==> config.mk <==
export PLATFORM = sky130hd
export DESIGN_NAME = input_stream_fetch
export DESIGN_NICKNAME = d
export VERILOG_FILES = /design/src/rtl/input_stream_fetch.sv
export SDC_FILE = /design/constraint.sdc
export NUM_CORES = 1
export LEC_CHECK = 0
export CAP_MARGIN = 20
export CORE_AREA = 2 2 92 116
export CTS_CLUSTER_SIZE = 30
export DETAILED_ROUTE_END_ITERATION = 6
export DIE_AREA = 0 0 94 118
export PLACE_DENSITY = 0.84
export SLEW_MARGIN = 20
export SYNTH_ARGS = -nofsm -noshare
export SYNTH_HDL_FRONTEND = slang
export SYNTH_SLANG_ARGS = --single-unit
==> constraint.sdc <==
create_clock -name clk -period 6.15 [get_ports clk]
set_input_delay 0.9225 -clock clk [delete_from_list [all_inputs] [get_ports clk]]
set_output_delay 0.9225 -clock clk [all_outputs]
set_load 0.005 [all_outputs]
==> src/rtl/input_stream_fetch.sv <==
// input_stream_fetch: reads a length header from input SRAM, then streams the data words to the core
//   clk, reset                       : clock, asynchronous active-high reset
//   start, base_addr                 : fetch request and header address (taken only in IDLE)
//   busy, done, eod                  : fetch in progress, end-of-fetch pulse, end-of-data header seen
//   sram_read_address/sram_read_data : input SRAM read port (data one cycle after address)
//   out_data/out_valid/out_ready/out_last : valid/ready stream to the core, out_last on the final word
module input_stream_fetch #(
    parameter int ADDR_WIDTH = 12,
    parameter int DATA_WIDTH = 16,
    parameter int FIFO_DEPTH = 4
) (
    input  logic                  clk,
    input  logic                  reset,
    input  logic                  start,
    input  logic [ADDR_WIDTH-1:0] base_addr,
    output logic                  busy,
    output logic [ADDR_WIDTH-1:0] sram_read_address,
    input  logic [DATA_WIDTH-1:0] sram_read_data,
    output logic [DATA_WIDTH-1:0] out_data,
    output logic                  out_valid,
    input  logic                  out_ready,
    output logic                  out_last,
    output logic                  done,
    output logic                  eod
);
    localparam int PW = $clog2(FIFO_DEPTH);
    localparam int CW = PW + 1;
    localparam int LW = 12;
    typedef enum logic [2:0] {IDLE, HDR_ISSUE, HDR_WAIT, STREAM, DRAIN, DONE} state_t;
    state_t                state_q, state_d;
    logic [ADDR_WIDTH-1:0] addr_q, addr_d, nxt_q, nxt_d;
    logic [LW-1:0]         rem_q, rem_d;
    logic                  eod_q, eod_d;
    logic                  inflight_q;
    logic [DATA_WIDTH-1:0] fifo_data [FIFO_DEPTH];
    logic [FIFO_DEPTH-1:0] last_q;
    logic [PW-1:0]         wp_q, rp_q;
    logic [CW-1:0]         cnt_q;
    logic                  issue, push, pop;
    // Throttle counts the read still in flight so a returning word always finds a free FIFO slot.
    assign issue = (state_q == STREAM) && (rem_q != '0) &&
                   (({1'b0, cnt_q} + (CW+1)'(inflight_q)) < (CW+1)'(FIFO_DEPTH));
    assign push = inflight_q;
    assign pop = out_valid & out_ready;
    assign out_valid = cnt_q != '0;
    assign out_data = out_valid ? fifo_data[rp_q] : '0;
    assign out_last = out_valid & last_q[rp_q];
    assign sram_read_address = issue ? nxt_q : addr_q;
    assign busy = (state_q == HDR_ISSUE) || (state_q == HDR_WAIT) || (state_q == STREAM) || (state_q == DRAIN);
    assign done = state_q == DONE;
    assign eod = eod_q;
    always_comb begin
        state_d = state_q;
        addr_d = addr_q;
        nxt_d = nxt_q;
        rem_d = rem_q;
        eod_d = eod_q;
        case (state_q)
            IDLE: if (start) begin
                addr_d = base_addr;
                nxt_d = base_addr + 1'b1;
                eod_d = 1'b0;
                state_d = HDR_ISSUE;
            end
            HDR_ISSUE: state_d = HDR_WAIT;
            HDR_WAIT: begin
                if (sram_read_data == '1) begin
                    eod_d = 1'b1;
                    state_d = DONE;
                end else if (sram_read_data[LW-1:0] == '0) begin
                    state_d = DONE;
                end else begin
                    rem_d = sram_read_data[LW-1:0];
                    state_d = STREAM;
                end
            end
            STREAM: begin
                if (issue) begin
                    addr_d = nxt_q;
                    nxt_d = nxt_q + 1'b1;
                    rem_d = rem_q - 1'b1;
                end else if (rem_q == '0 && !inflight_q) begin
                    // The final word may already be accepted in the cycle it becomes visible.
                    state_d = (pop && out_last) ? DONE : DRAIN;
                end
            end
            DRAIN: if ((pop && out_last) || cnt_q == '0) state_d = DONE;
            DONE: state_d = IDLE;
            default: state_d = IDLE;
        endcase
    end
    always_ff @(posedge clk or posedge reset) begin
        if (reset) begin
            state_q <= IDLE;
            addr_q <= '0;
            nxt_q <= '0;
            rem_q <= '0;
            eod_q <= 1'b0;
            inflight_q <= 1'b0;
            last_q <= '0;
            wp_q <= '0;
            rp_q <= '0;
            cnt_q <= '0;
        end else begin
            state_q <= state_d;
            addr_q <= addr_d;
            nxt_q <= nxt_d;
            rem_q <= rem_d;
            eod_q <= eod_d;
            inflight_q <= issue;
            if (push) begin
                last_q[wp_q] <= rem_q == '0;
                wp_q <= wp_q + 1'b1;
            end
            if (pop) rp_q <= rp_q + 1'b1;
            cnt_q <= cnt_q + CW'(push) - CW'(pop);
        end
    end
    always_ff @(posedge clk) begin
        if (push) fifo_data[wp_q] <= sram_read_data;
    end
endmodule

==> results.yml <==
global_route:
  grt_pass1_wl_mm: 23.1
  antenna_found_initial: 0
  grt_max_degree: 62
  first_global_vias: 4544
  grt-ovfl-total: 0
  grt_usage: 0.272
critical_path:
  r2r_end: "nxt_q[10]$_DFFE_PP0P_"
  regToRegSetupSlack_ns: 2.85
  reg2reg_depth: 10
  cp-start-kind: "register"
  arrival_ns: 2.82
  critical_path_class: "reg -> out"
  worstPathRequired_ns: 5.23
  cp-end-kind: "primary output"
  crit_fanout: 24
  r2r_start: "state_q[1]$_DFFE_PP0P_"
timing:
  grt_setup_unrepaired: "false"
  setup_ws_ns: 2.40
  finalMaxSlewViolations: 0
  tightest_slew_ns: 0.931
  fmaxAchievable_ghz: 0.267
  slew_headroom: 0.379
  finalCritPeriodShare: 0.609
  min_period_ns: 3.75
  whs_ns: 0.493
  finClkSkew_ns: 0.00781
  hold_viol_final: 0
  setup_viol: 0
  fin_setup_tns_ns: 0
power:
  pwr-share-seq: 0.359
  peakVddDrop_mv: 0.317
  netSwitchingPower_mw: 1.15
  switching_share: 0.326
  p_per_area_mw_per_mm2: 487
  combinationalPowerShare: 0.374
  clkPwrFrac: 0.267
  p_int_mw: 2.39
  p_leak_nw: 2.85
synthesis:
  synth_edf_count: 64
  synth_seq_area_share: 0.537
  ys_types: 74
  synth_fa_ha_area_frac: 0.0242
  synth.avg_cell_area_um2: 11.9
  synthMuxAreaShare: 0.0948
  yosys-top-cells-area: "edfxtp_1, dfrtp_1, mux4_2, nand2_1, and2_1"
  synth_top_family_by_area: "simple AND/OR/NAND/NOR gates"
  ys_async_sr_fraction: 0.448
  synthXorXnorAreaFrac: 0.00729
  synth_area_mm2: 0.00600
  synth-simple-area-share: 0.149
  yosysTopAreaCellShare: 0.320
  syn_inst: 505
  yosysWarningCount: 0
  synth_compound_area_frac: 0.147
  ys.flop_type: "edfxtp_1"
  syn_nets: 548
  synth_top_area_cell: "edfxtp_1"
  synth_seq_cells: 116
clock_network:
  numCtsBuffers: 17
  cts_setup_buffers: 0
  root_buffer: "clkbuf_16"
  h-tree-depth: 4
  postCtsHoldBufs: 0
  cts_buffer_depth: 2
  cts_tree: "built"
  clkSlewWorstSetupHoldPaths_ns: 0.05
  cts_sinks: 116
  cts_resized: 0
  insertion_delay_ns: 0.41
worst_hold_path:
  min_to: "rem_q[10]$_DFFE_PP0P_"
  hold_path_class: "reg -> reg"
  min_path_cells: 1
  worstHoldStart: "rem_q[10]$_DFFE_PP0P_"
outcome:
  status: "complete, no violations"
layout:
  area_growth_pct: 21.2
  diodes: 0
  nNetsFinal: 604
  final_cell_mix: "edfxtp_1, clkdlybuf4s50_1, nand2_1, dfrtp_1, a21oi_1"
  drive_above_1_share: 0.143
detailed_routing:
  wire_per_inst_um: 20.3
  drc: 0
  via_count: 4523
  drt_first_iter_violations: 482
  drt.antenna.violating_nets: 0
  post_drt_via_cell_ratio: 6.43
  dr.pass1.iters: 7
  wl_mm: 14.3
place:
  gp_congestion: 0.850
  io_buffers: 64
  dp_hpwl_mm: 9.02
  pre_cts_slack_ns: 2.60
run:
  cap_violations: 0
die:
  core_mm2: 0.0100
  io_pins: 65
  die_w_um: 94
  die_h_um: 118
  core.rowCount: 41
  start_util: 0.600
  die_area_mm2: 0.0111
-- critical path, stage by stage, from the launching register on --
cell             delay [ns]
dfrtp_1                0.39
inv_1                  0.14
ha_1                   0.17
nor3b_1                0.32
nand4b_4               0.25
nand3_4                0.18
inv_4                  0.16
mux2_1                 0.36
clkdlybuf4s50_1        0.45
-- worst max path at each step --
| stage | start | cells after the start | to |
|---|---|---|---|
| 2_1_floorplan | state_q[0]$_DFFE_PP0P_ | 14 | nxt_q[10]$_DFFE_PP0P_ |
| 3_3_place_gp | sram_read_data[0] | 6 | rem_q[1]$_DFFE_PP0P_ |
| 3_5_place_dp | sram_read_data[3] | 6 | rem_q[1]$_DFFE_PP0P_ |
| 4_1_cts | rem_q[0]$_DFFE_PP0P_ | 8 | sram_read_address[9] |
| 5_1_grt | rem_q[0]$_DFFE_PP0P_ | 8 | sram_read_address[8] |
| 6_report | rem_q[0]$_DFFE_PP0P_ | 8 | sram_read_address[8] |
-- layer usage --
metal	GRT usage	wire length, um	vias up
li1	-	-	2029
met1	0.323	5340	2191
met2	0.474	7590	259
met3	0.0557	873	44
met4	0.112	462	0
met5	0	0	-
-- cells in the mapped netlist (all sizes together), types with 8 or more instances --
library cell,number
a21oi,24
nor3,14
nand2,56
o22ai,10
ha,10
o2bb2ai,8
nand3,10
mux4,17
edfxtp,64
mux2,14
a21o,16
clkbuf,15
dfrtp,52
nand4,8
nor2,18
buf,17
and2,20
inv,22
o21ai,18
-- cells by family after synthesis --
kind of cell | after synthesis
compound gates | 124
xor+xnor | 5
fa+ha+maj | 11
buf+inv | 54
flops | 116
mux | 32
simple gates | 163
-- per-stage QoR --
stage                     instances  power [mW]  area [um2]  utilization
after floorplan                 505        2.08        6000            -
after global placement          670        2.51        6680        0.668
after detailed placement        671        2.58        6700        0.670
after CTS                       703        3.56        7270        0.727
after global routing            703        3.73        7280        0.727
final                           703        3.54        7280        0.727
-- cell type report --
class	instances	area, um2
multi-input combinational	335	2550
clock buffer	19	433
fill	666	2730
timing repair buffer	69	691
tap	129	161
inverter	22	85.1
sequential	116	3220
clock inverter	13	136
-- power groups by stage --
stage	combinational (mW)	sequential, mW	clock (mW)
after floorplan	0.901	1.18	0
after global placement	1.26	1.25	0
after detailed placement	1.31	1.27	0
after CTS	1.34	1.27	0.953
after global routing	1.45	1.30	0.988
final	1.33	1.27	0.945
-- state kept, by name, summed over array words and instances, names as in the netlist --
signal and cells:
rp_q 2, rem_q 12, inflight_q 1, cnt_q 3, eod 1, addr_q 12, state_q 3, wp_q 2
nxt_q 12, last_q 4, fifo_data 64
Power figures use the tool's default switching activity.
